`src/rtl/run_before_decoder.sv`:
```
// run_before_decoder: decodes the H.264 CAVLC run_before symbols of one block
// from a bit window, producing one run_before value per nonzero coefficient.
// Optional build macro RB_DEC_ERR_CHK_EN: enables detection of malformed codes
// (run_before larger than zeros left, or an all-zero 11-bit prefix), which
// aborts the block with err set. Without it err is tied low.
`timescale 1ns/1ps

module run_before_decoder (
    input  logic        clk,
    input  logic        rst,
    input  logic        start,
    input  logic [4:0]  total_zero_cnt,
    input  logic [4:0]  coeff_cnt,
    input  logic [15:0] bs_window,
    input  logic        bs_valid,
    output logic        bs_shift,
    output logic [3:0]  bs_shift_len,
    output logic [4:0]  runbefore_list [0:15],
    output logic [4:0]  runbefore_cnt,
    output logic        busy,
    output logic        done,
    output logic        err
);

    typedef enum logic [1:0] {StIdle, StDec, StDone} state_e;

    state_e      state_q, state_d;
    logic [4:0]  zero_left_q, zero_left_d;
    logic [4:0]  n_q, n_d;
    logic [4:0]  idx_q, idx_d;
    logic [4:0]  cnt_q, cnt_d;
    logic [4:0]  list_q [0:15];
    logic [4:0]  list_d [0:15];
    logic        done_q, done_d;
    logic        err_d;

    // Decoder results for the current window
    logic [4:0]  dec_run;
    logic [3:0]  dec_len;
    logic        dec_err;
    logic [3:0]  lz_cnt;
    logic        lz_found;
    logic [2:0]  zl_sel;
    logic [2:0]  top3;

    logic        terminal;
    logic        step;

    // Only the top 11 bits can ever be part of a code
    logic unused_window;
    assign unused_window = ^bs_window[4:0];

    assign top3     = bs_window[15:13];
    assign zl_sel   = (zero_left_q > 5'd7) ? 3'd7 : zero_left_q[2:0];
    assign terminal = (idx_q == 5'(n_q - 5'd1)) || (zero_left_q == 5'd0);
    // A symbol is actually consumed this cycle
    assign step     = (state_q == StDec) && (n_q != 5'd0) && !terminal && bs_valid && !dec_err;

    // State register
    always_ff @(posedge clk or negedge rst) begin
        if (!rst) begin
            state_q <= StIdle;
        end else begin
            state_q <= state_d;
        end
    end

    // Datapath registers
    always_ff @(posedge clk or negedge rst) begin
        if (!rst) begin
            zero_left_q <= '0;
            n_q         <= '0;
            idx_q       <= '0;
            cnt_q       <= '0;
            done_q      <= 1'b0;
            for (int i = 0; i < 16; i++) begin
                list_q[i] <= '0;
            end
        end else begin
            zero_left_q <= zero_left_d;
            n_q         <= n_d;
            idx_q       <= idx_d;
            cnt_q       <= cnt_d;
            done_q      <= done_d;
            for (int i = 0; i < 16; i++) begin
                list_q[i] <= list_d[i];
            end
        end
    end

`ifdef RB_DEC_ERR_CHK_EN
    logic err_q;

    // Sticky error flag, cleared by an accepted start
    always_ff @(posedge clk or negedge rst) begin
        if (!rst) begin
            err_q <= 1'b0;
        end else begin
            err_q <= err_d;
        end
    end

    assign err = err_q;
`else
    logic unused_err;
    assign unused_err = err_d;
    assign err = 1'b0;
`endif

    // run_before code table lookup, selected by min(zero_left, 7)
    always_comb begin
        dec_run  = '0;
        dec_len  = '0;
        dec_err  = 1'b0;
        lz_cnt   = '0;
        lz_found = 1'b0;
        for (int i = 0; i < 11; i++) begin
            if (!lz_found) begin
                if (bs_window[15-i]) begin
                    lz_found = 1'b1;
                end else begin
                    lz_cnt = 4'(lz_cnt + 4'd1);
                end
            end
        end
        case (zl_sel)
            3'd1: begin
                dec_len = 4'd1;
                dec_run = bs_window[15] ? 5'd0 : 5'd1;
            end
            3'd2: begin
                if (bs_window[15]) begin
                    dec_len = 4'd1;
                    dec_run = 5'd0;
                end else begin
                    dec_len = 4'd2;
                    dec_run = bs_window[14] ? 5'd1 : 5'd2;
                end
            end
            3'd3: begin
                dec_len = 4'd2;
                dec_run = 5'd3 - {3'd0, bs_window[15:14]};
            end
            3'd4: begin
                if (bs_window[15]) begin
                    dec_len = 4'd2;
                    dec_run = bs_window[14] ? 5'd0 : 5'd1;
                end else if (bs_window[14]) begin
                    dec_len = 4'd2;
                    dec_run = 5'd2;
                end else begin
                    dec_len = 4'd3;
                    dec_run = bs_window[13] ? 5'd3 : 5'd4;
                end
            end
            3'd5: begin
                if (bs_window[15]) begin
                    dec_len = 4'd2;
                    dec_run = bs_window[14] ? 5'd0 : 5'd1;
                end else begin
                    dec_len = 4'd3;
                    dec_run = 5'd5 - {3'd0, bs_window[14:13]};
                end
            end
            3'd6: begin
                if (bs_window[15:14] == 2'b11) begin
                    dec_len = 4'd2;
                    dec_run = 5'd0;
                end else begin
                    dec_len = 4'd3;
                    case (top3)
                        3'b000:  dec_run = 5'd1;
                        3'b001:  dec_run = 5'd2;
                        3'b011:  dec_run = 5'd3;
                        3'b010:  dec_run = 5'd4;
                        3'b101:  dec_run = 5'd5;
                        default: dec_run = 5'd6;
                    endcase
                end
            end
            default: begin
                if (top3 != 3'b000) begin
                    dec_len = 4'd3;
                    dec_run = 5'd7 - {2'd0, top3};
                end else if (lz_found) begin
                    // (k-1) zeros then a one -> run k+3
                    dec_len = 4'(lz_cnt + 4'd1);
                    dec_run = 5'(lz_cnt) + 5'd4;
                end else begin
                    // No valid code in 11 bits; consume the maximum
                    dec_len = 4'd11;
                    dec_run = 5'd15;
`ifdef RB_DEC_ERR_CHK_EN
                    dec_err = 1'b1;
`endif
                end
            end
        endcase
`ifdef RB_DEC_ERR_CHK_EN
        if (dec_run > zero_left_q) begin
            dec_err = 1'b1;
        end
`endif
    end

    // Next-state logic
    always_comb begin
        state_d = state_q;
        unique case (state_q)
            StIdle: begin
                if (start) state_d = StDec;
            end
            StDec: begin
                if (n_q == 5'd0 || terminal) begin
                    state_d = StDone;
                end else if (bs_valid && dec_err) begin
                    state_d = StDone;
                end
            end
            StDone: state_d = StIdle;
            default: state_d = StIdle;
        endcase
    end

    // Datapath next-state: block setup, list writes and zero_left tracking
    always_comb begin
        zero_left_d = zero_left_q;
        n_d         = n_q;
        idx_d       = idx_q;
        cnt_d       = cnt_q;
        err_d       = err;
        done_d      = (state_q == StDone);
        for (int i = 0; i < 16; i++) begin
            list_d[i] = list_q[i];
        end
        if (state_q == StIdle && start) begin
            zero_left_d = total_zero_cnt;
            n_d         = coeff_cnt;
            idx_d       = '0;
            cnt_d       = '0;
            err_d       = 1'b0;
            for (int i = 0; i < 16; i++) begin
                list_d[i] = '0;
            end
        end else if (state_q == StDec && n_q != 5'd0) begin
            if (terminal) begin
                list_d[idx_q[3:0]] = zero_left_q;
                cnt_d              = 5'(idx_q + 5'd1);
            end else if (bs_valid && dec_err) begin
                err_d = 1'b1;
            end else if (step) begin
                list_d[idx_q[3:0]] = dec_run;
                idx_d              = 5'(idx_q + 5'd1);
                zero_left_d        = (dec_run > zero_left_q) ? 5'd0 : 5'(zero_left_q - dec_run);
            end
        end
    end

    // Outputs
    always_comb begin
        bs_shift      = step;
        bs_shift_len  = step ? dec_len : 4'd0;
        busy          = (state_q != StIdle);
        done          = done_q;
        runbefore_cnt = cnt_q;
        for (int i = 0; i < 16; i++) begin
            runbefore_list[i] = list_q[i];
        end
    end

endmodule

```
`config.mk`:
```
export PLATFORM = sky130hd
export DESIGN_NAME = run_before_decoder
export DESIGN_NICKNAME = d
export VERILOG_FILES = /design/src/rtl/run_before_decoder.sv
export SDC_FILE = /design/constraint.sdc
export NUM_CORES = 1
export LEC_CHECK = 0
export CAP_MARGIN = 20
export CORE_ASPECT_RATIO = 1.5
export CORE_MARGIN = 3
export CORE_UTILIZATION = 31
export CTS_CLUSTER_SIZE = 20
export DETAILED_ROUTE_END_ITERATION = 12
export PLACE_DENSITY = 0.62
export REMOVE_ABC_BUFFERS = 1
export SLEW_MARGIN = 10
export SYNTH_ARGS = -nofsm -noshare
export SYNTH_HDL_FRONTEND = slang
export SYNTH_SLANG_ARGS = --single-unit
```
`constraint.sdc`:
```
create_clock -name clk -period 8.29 [get_ports clk]
set_input_delay 1.2435 -clock clk [delete_from_list [all_inputs] [get_ports clk]]
set_output_delay 1.2435 -clock clk [all_outputs]
set_load 0.005 [all_outputs]
```
==> flow_summary.yaml, run 1 <==
global_route:
  use_met3_pct: 2.35
  grt_first_pass_wirelength_um: 25100
  use_met2_pct: 26.6
  gr-usage-all-layers_pct: 14.8
  antenna_found_initial: 0
  met1_usage_pct: 18.2
  busiest_layer: "met2"
  grt_pass1_vias: 4774
  overflow: 0
  grt_max_degree: 87
die:
  pin_count: 123
  fp.dieW_um: 119
  coreArea_mm2: 0.0187
  row_count: 61
  die_area_mm2: 0.0209
  die_h_um: 176
  start_util_pct: 31.8
power_and_ir_drop:
  switchingPower_mw: 0.712
  seqPwrFrac_pct: 35.0
  p_leak_nw: 3.77
  swShare_pct: 39.2
  comb_power_share_pct: 41.6
  ir_drop_mv: 0.111
  p_int_mw: 1.10
  power_density_mw_per_mm2: 235
  total_power_mw: 1.82
  clock_power_share_pct: 23.3
place:
  placedCellCount: 955
  place.gp.congestion: 0.847
  port_buffers: 116
  dp_slack_ns: -0.145
  dp_hpwl_um: 11100
min_path:
  worstHoldPathType: "flip-flop to flip-flop"
  hold_depth: 1
worst_setup_path:
  worst-path-stages: 29
  cpMostUsedCell: "ha_1"
  crit_path_end_kind: "output pin"
  crit_fanout: 3
  worst_r2r_path_depth: 15
  max_stage_delay_ns: 0.45
  crit_buf_inv: 5
  cp.required_ns: 7.05
  cpMaxStageDelayCell: "clkdlybuf4s50_1"
  crit_family: "adder cells"
  critPathKind: "input pin to output pin"
  worstSetupStartpointType: "input pin"
  arrival_ns: 6.75
yosys:
  synth_commonest_cells: "112 x nand2_1, 103 x dfrtp_1, 79 x mux2i_1, 35 x nor2_1, 25 x o21ai_0"
  synth-main-ff-cell: "dfrtp_1"
  ys_warn_count: 0
  syn_avg_cell_area_um2: 9.85
  synth_top_area_share_pct: 43.4
  yosysTopAreaCell: "dfrtp_1"
  synth-seq-cells: 103
  yosysMostFrequentCell: "nand2_1"
  netlist_area_mm2: 0.00594
  synthDistinctLibCells: 68
  ys_seq_area_share_pct: 43.4
  synth_edf_count: 0
  synth_cells: 603
  async_flop_share_pct: 100
  synth.area.top_cells: "dfrtp_1 43%, mux2i_1 13%, nand2_1 7.1%, ha_1 4.2%, nor2_1 2.2%"
cells_and_area:
  seq_area_mm2: 0.00258
  nets: 770
  area_delta_synth_final_pct: 30.0
  final_cells: 975
  drive_gt1_share_pct: 12.2
  multiInputGateArea_mm2: 0.00309
  antenna_cells: 0
  fillers: 1851
detailed_routing:
  via_per_inst: 4.86
  drt_iter0_drc: 311
  ant_nets: 0
  wl_per_cell_um: 15.8
  dr.pass1.iters: 4
  vias: 4741
  drc: 0
  routed_wl_um: 15400
clocking:
  clkSlewWorstSetupHoldPaths_ns: 0.07
  clockBufferDepth: 2
  clock_sinks: 103
  tritoncts: "yes"
  root_buffer: "clkbuf_16"
  htreeDepth: 3
  cts_inserted_buffers: 9
  worstSkewPairLatency_ns: 0.34
  postCtsHoldBufs: 0
outcome:
  status: "complete, no violations"
timing:
  drv_slew: 0
  finClkSkew_ns: 0.0108
  slew_headroom_pct: 35.6
  setup_viol: 0
  fmax_mhz: 125
  hold_viol_final: 0
  finalSetupTns_ns: 0
  setup_ws_ns: 0.296
  finalCritPeriodShare_pct: 96.4
  max_slew.worst_pin.slew_ns: 0.966
  fin_crit_ns: 7.99
flow_run:
  drv_cap: 0
[worst reg2reg max path: stages, from the launching register on]
cell and delay, ns:
dfrtp_1 0.58, nor3_1 0.54, nor3_1 0.10, nor2_1 0.17, and2_1 0.19, nand2_1 0.14, o22ai_2 0.27, ha_1 0.29
a21o_1 0.17, a21o_1 0.19, a21o_1 0.18, a21oi_1 0.14, buf_4 0.15, nor3_1 0.05, a21oi_1 0.16, a21oi_1 0.09
[timing repair]
action | in CTS | in global routing
buffers inserted | 3 | 2
pin swaps | 3 | 3
resized for setup | 5 | 6
endpoints found under the hold margin | 0 | 0
setup endpoints to repair | 3 | 7
[layer usage]
layer / vias to the layer above / share of wire, %
met1: 2310 / 42
met5: - / 0
li1: 2287 / -
met4: 0 / 1.1
met2: 130 / 52
met3: 14 / 5.1
[metrics by stage]
| step | util (%) | hold WS [ns] | cell area (um^2) |
|---|---|---|---|
| floorplan | - | 0.427 | 5670 |
| global placement | 39.2 | 0.438 | 7340 |
| detailed placement | 39.2 | 0.445 | 7340 |
| CTS | 41.0 | 0.454 | 7660 |
| global route | 41.3 | 0.478 | 7720 |
| finish | 41.3 | 0.452 | 7720 |
[logic make-up (layout without fill, tap and decap cells)]
logic type	after synthesis	in the layout	share of synthesized area, %
XOR/XNOR	26	26	4.30
buffers and inverters	58	178	5.64
AND/OR/NAND/NOR	226	226	17.9
other	1	1	0.0631
multiplexers	82	82	14.1
flip-flops	103	103	43.4
adder cells (fa/ha/maj)	21	21	4.55
AO/OA/AOI/OAI	86	86	10.1
[state kept, by name, indices dropped and copies added (netlist names)]
register / count
runbefore_list: 80
state_q: 2
done: 1
runbefore_cnt: 5
idx_q: 5
zero_left_q: 5
n_q: 5
[layout make-up]
type | instances | area share, %
multi-input cells | 442 | 40.0
flip-flops and latches | 103 | 33.4
repair buffers | 146 | 17.9
well taps | 252 | 4.08
clock buffers | 9 | 2.92
clock inverters | 6 | 0.875
inverters | 17 | 0.826
[power groups by stage]
stage	clock network (mW)	logic [mW]	registers, mW
final	0.424	0.756	0.636
after detailed placement	0	0.762	0.647
after CTS	0.435	0.769	0.637
after global routing	0.448	0.847	0.647
after floorplan	0	0.475	0.627
after global placement	0	0.758	0.645
[cells in the final DEF, fill, tap and decap left out, types with 3 or more instances in the layout]
| master | n |
|---|---|
| clkdlybuf4s50_1 | 112 |
| nand2_1 | 111 |
| dfrtp_1 | 103 |
| mux2i_1 | 78 |
| nor2_1 | 34 |
| buf_4 | 31 |
| o21ai_0 | 25 |
| ha_1 | 19 |
| inv_1 | 17 |
| a21oi_1 | 17 |
| nand2_2 | 15 |
| xnor2_1 | 14 |
| nor3_1 | 11 |
| nand3_1 | 11 |
| xor2_1 | 9 |
| clkbuf_16 | 9 |
| nor2b_1 | 8 |
| and3_1 | 7 |
| a21o_1 | 6 |
| a21oi_2 | 4 |
| nand2b_1 | 4 |
| o31ai_1 | 3 |
| and2_1 | 3 |
| o21a_1 | 3 |
| nor4_1 | 3 |
| a211oi_1 | 3 |
[worst paths after layout]
path | from | to | slack (ns)
worst max-delay path | bs_window[14] | bs_shift_len[3] | 0.30
worst max register to register | zero_left_q[1] | zero_left_q[2] | 4.73
min in group asynchronous | rst | runbefore_list[31] | 0.81
worst min register to register | state_q[0] | done | 0.45
worst min-delay path | state_q[0] | done | 0.45
max in group asynchronous | rst | runbefore_list[17] | 6.19
Power figures use the tool's default switching activity.
==> inputs of run 2 (changes only) <==
--- a/config.mk
+++ b/config.mk
@@ -11,7 +11,7 @@
 export CORE_UTILIZATION = 31
 export CTS_CLUSTER_SIZE = 20
 export DETAILED_ROUTE_END_ITERATION = 12
-export PLACE_DENSITY = 0.62
+export PLACE_DENSITY = 0.64
 export REMOVE_ABC_BUFFERS = 1
 export SLEW_MARGIN = 10
 export SYNTH_ARGS = -nofsm -noshare
==> constraint.sdc (replaced) <==
create_clock -name clk -period 6.9 [get_ports clk]
set_input_delay 1.035 -clock clk [delete_from_list [all_inputs] [get_ports clk]]
set_output_delay 1.035 -clock clk [all_outputs]
set_load 0.005 [all_outputs]
==> flow_summary.yaml, run 2 (synthesized netlist as in run 1, its figures left out) <==
clocking:
  root_buffer: "clkbuf_16"
  worstSkewPairLatency_ns: 0.34
  cts_inserted_buffers: 9
  clockBufferDepth: 2
  clkSlewWorstSetupHoldPaths_ns: 0.07
  tritoncts: "yes"
  clock_sinks: 103
  htreeDepth: 3
  postCtsHoldBufs: 0
global_route:
  gr-usage-all-layers_pct: 15.0
  grt_first_pass_wirelength_um: 25400
  grt_max_degree: 87
  overflow: 0
  antenna_found_initial: 0
  grt_pass1_vias: 4814
detailed_routing:
  via_per_inst: 4.76
  dr.pass1.iters: 4
  routed_wl_um: 15800
  ant_nets: 0
  vias: 4756
  wl_per_cell_um: 15.8
  drt_iter0_drc: 289
  drc: 0
die:
  fp.dieW_um: 119
  die_h_um: 176
  die_area_mm2: 0.0209
  start_util_pct: 31.8
  row_count: 61
  pin_count: 123
  coreArea_mm2: 0.0187
power_and_ir_drop:
  power_density_mw_per_mm2: 280
  ir_drop_mv: 0.137
  p_leak_nw: 3.91
  seqPwrFrac_pct: 34.1
  total_power_mw: 2.25
  switchingPower_mw: 0.871
  swShare_pct: 38.7
  clock_power_share_pct: 23.0
  p_int_mw: 1.38
  comb_power_share_pct: 43.0
place:
  dp_hpwl_um: 11400
  dpl_cell_area_mm2: 0.00749
  port_buffers: 116
  place.gp.congestion: 0.892
  placedCellCount: 974
worst_setup_path:
  r2r_start: "zero_left_q[1]"
  critPathKind: "input pin to output pin"
  r2r_end: "zero_left_q[2]"
  crit_path_end_kind: "output pin"
  worstSetupStartpointType: "input pin"
  crit_fanout: 4
  max_stage_delay_ns: 0.33
  cpMostUsedCell: "ha_4"
  cp.required_ns: 5.86
  cpMaxStageDelayCell: "ha_1"
  arrival_ns: 5.71
  regToRegSetupSlack_ns: 3.33
  worst_r2r_path_depth: 15
timing:
  finClkSkew_ns: 0.00804
  hold_viol_final: 0
  finalCritPeriodShare_pct: 97.8
  setup_viol: 0
  fin_crit_ns: 6.75
  fmax_mhz: 148
  max_slew.worst_pin.slew_ns: 0.904
  drv_slew: 0
  slew_headroom_pct: 39.7
min_path:
  hp-start: "state_q[0]"
  hold_depth: 1
  worstHoldPathType: "flip-flop to flip-flop"
  hold_path_end: "done"
cells_and_area:
  design_area_mm2: 0.00805
  antenna_cells: 0
  drive_gt1_share_pct: 17.7
  largest_reg_flops: 80
  final_common_cell: "nand2_1"
  nets: 793
  final_cells: 999
  final_cell_mix: "110 x nand2_1, 108 x clkdlybuf4s50_1, 103 x dfrtp_1, 77 x mux2i_1, 52 x buf_4"
  fin_util_pct: 43.0
  area_delta_synth_final_pct: 35.4
flow_run:
  drv_cap: 0
outcome:
  status: "complete, no violations"
run 2: critical path, delay by kind of cell:
kind / cells / cell delay [ns]
buf+inv: 5 / 0.49
fa+ha+maj: 6 / 1.45
compound gates: 7 / 1.20
mux: 2 / 0.41
simple gates: 5 / 0.46
xor+xnor: 4 / 0.67
run 2: per-stage QoR:
stage | setup slack (ns) | hold slack, ns | TNS, ns
after floorplan | -0.0547 | 0.427 | -0.0843
after global placement | -0.998 | 0.443 | -18.01
after detailed placement | -1.07 | 0.444 | -22.14
after CTS | 0.0103 | 0.453 | 0
after global routing | -0.0368 | 0.478 | -0.0938
final | 0.150 | 0.452 | 0
run 2: layout make-up:
cell class	count	area, um^2
sequential	103	2580
inverter	17	66.3
clock inverter	5	57.6
clock buffer	11	243
tap	252	315
timing repair buffer	169	1570
multi-input combinational	442	3220
fill	1821	10700
run 2: layer usage:
layer / up-vias / global-route usage [%] / wire length [um]
met4: 0 / 4.49 / 322
met5: - / 0 / 0
met3: 21 / 2.26 / 640
met1: 2304 / 17.9 / 6540
met2: 100 / 27.5 / 8320
li1: 2331 / - / -
run 2: timing repair:
action	CTS	global route
resized for setup	32	32
setup endpoints to repair	24	8
pin swaps	16	17
endpoints found under the hold margin	0	0
buffers inserted	5	4
run 2: power by group through the flow:
stage	clock network (mW)	registers [mW]	logic (mW)
finish	0.517	0.766	0.967
global route	0.549	0.778	1.07
CTS	0.530	0.765	0.965
detailed placement	0	0.777	0.956
global placement	0	0.775	0.947
floorplan	0	0.753	0.571
run 2: worst max path at each step:
stage,start,endpoint,cells after the start
after global placement,bs_window[14],bs_shift_len[3],28
after floorplan,bs_window[14],zero_left_q[2],31
final,bs_window[14],bs_shift_len[3],29
after global routing,bs_window[14],zero_left_q[4],35
after CTS,bs_window[12],bs_shift_len[3],26
after detailed placement,bs_window[14],bs_shift_len[3],28
==> inputs of run 3 (changes only) <==
--- a/config.mk
+++ b/config.mk
@@ -17,3 +17,4 @@
 export SYNTH_ARGS = -nofsm -noshare
 export SYNTH_HDL_FRONTEND = slang
 export SYNTH_SLANG_ARGS = --single-unit
+export TNS_END_PERCENT = 100
==> results of run 3 <==
Same layout as run 2: the final DEF is identical, and so are final timing and power.
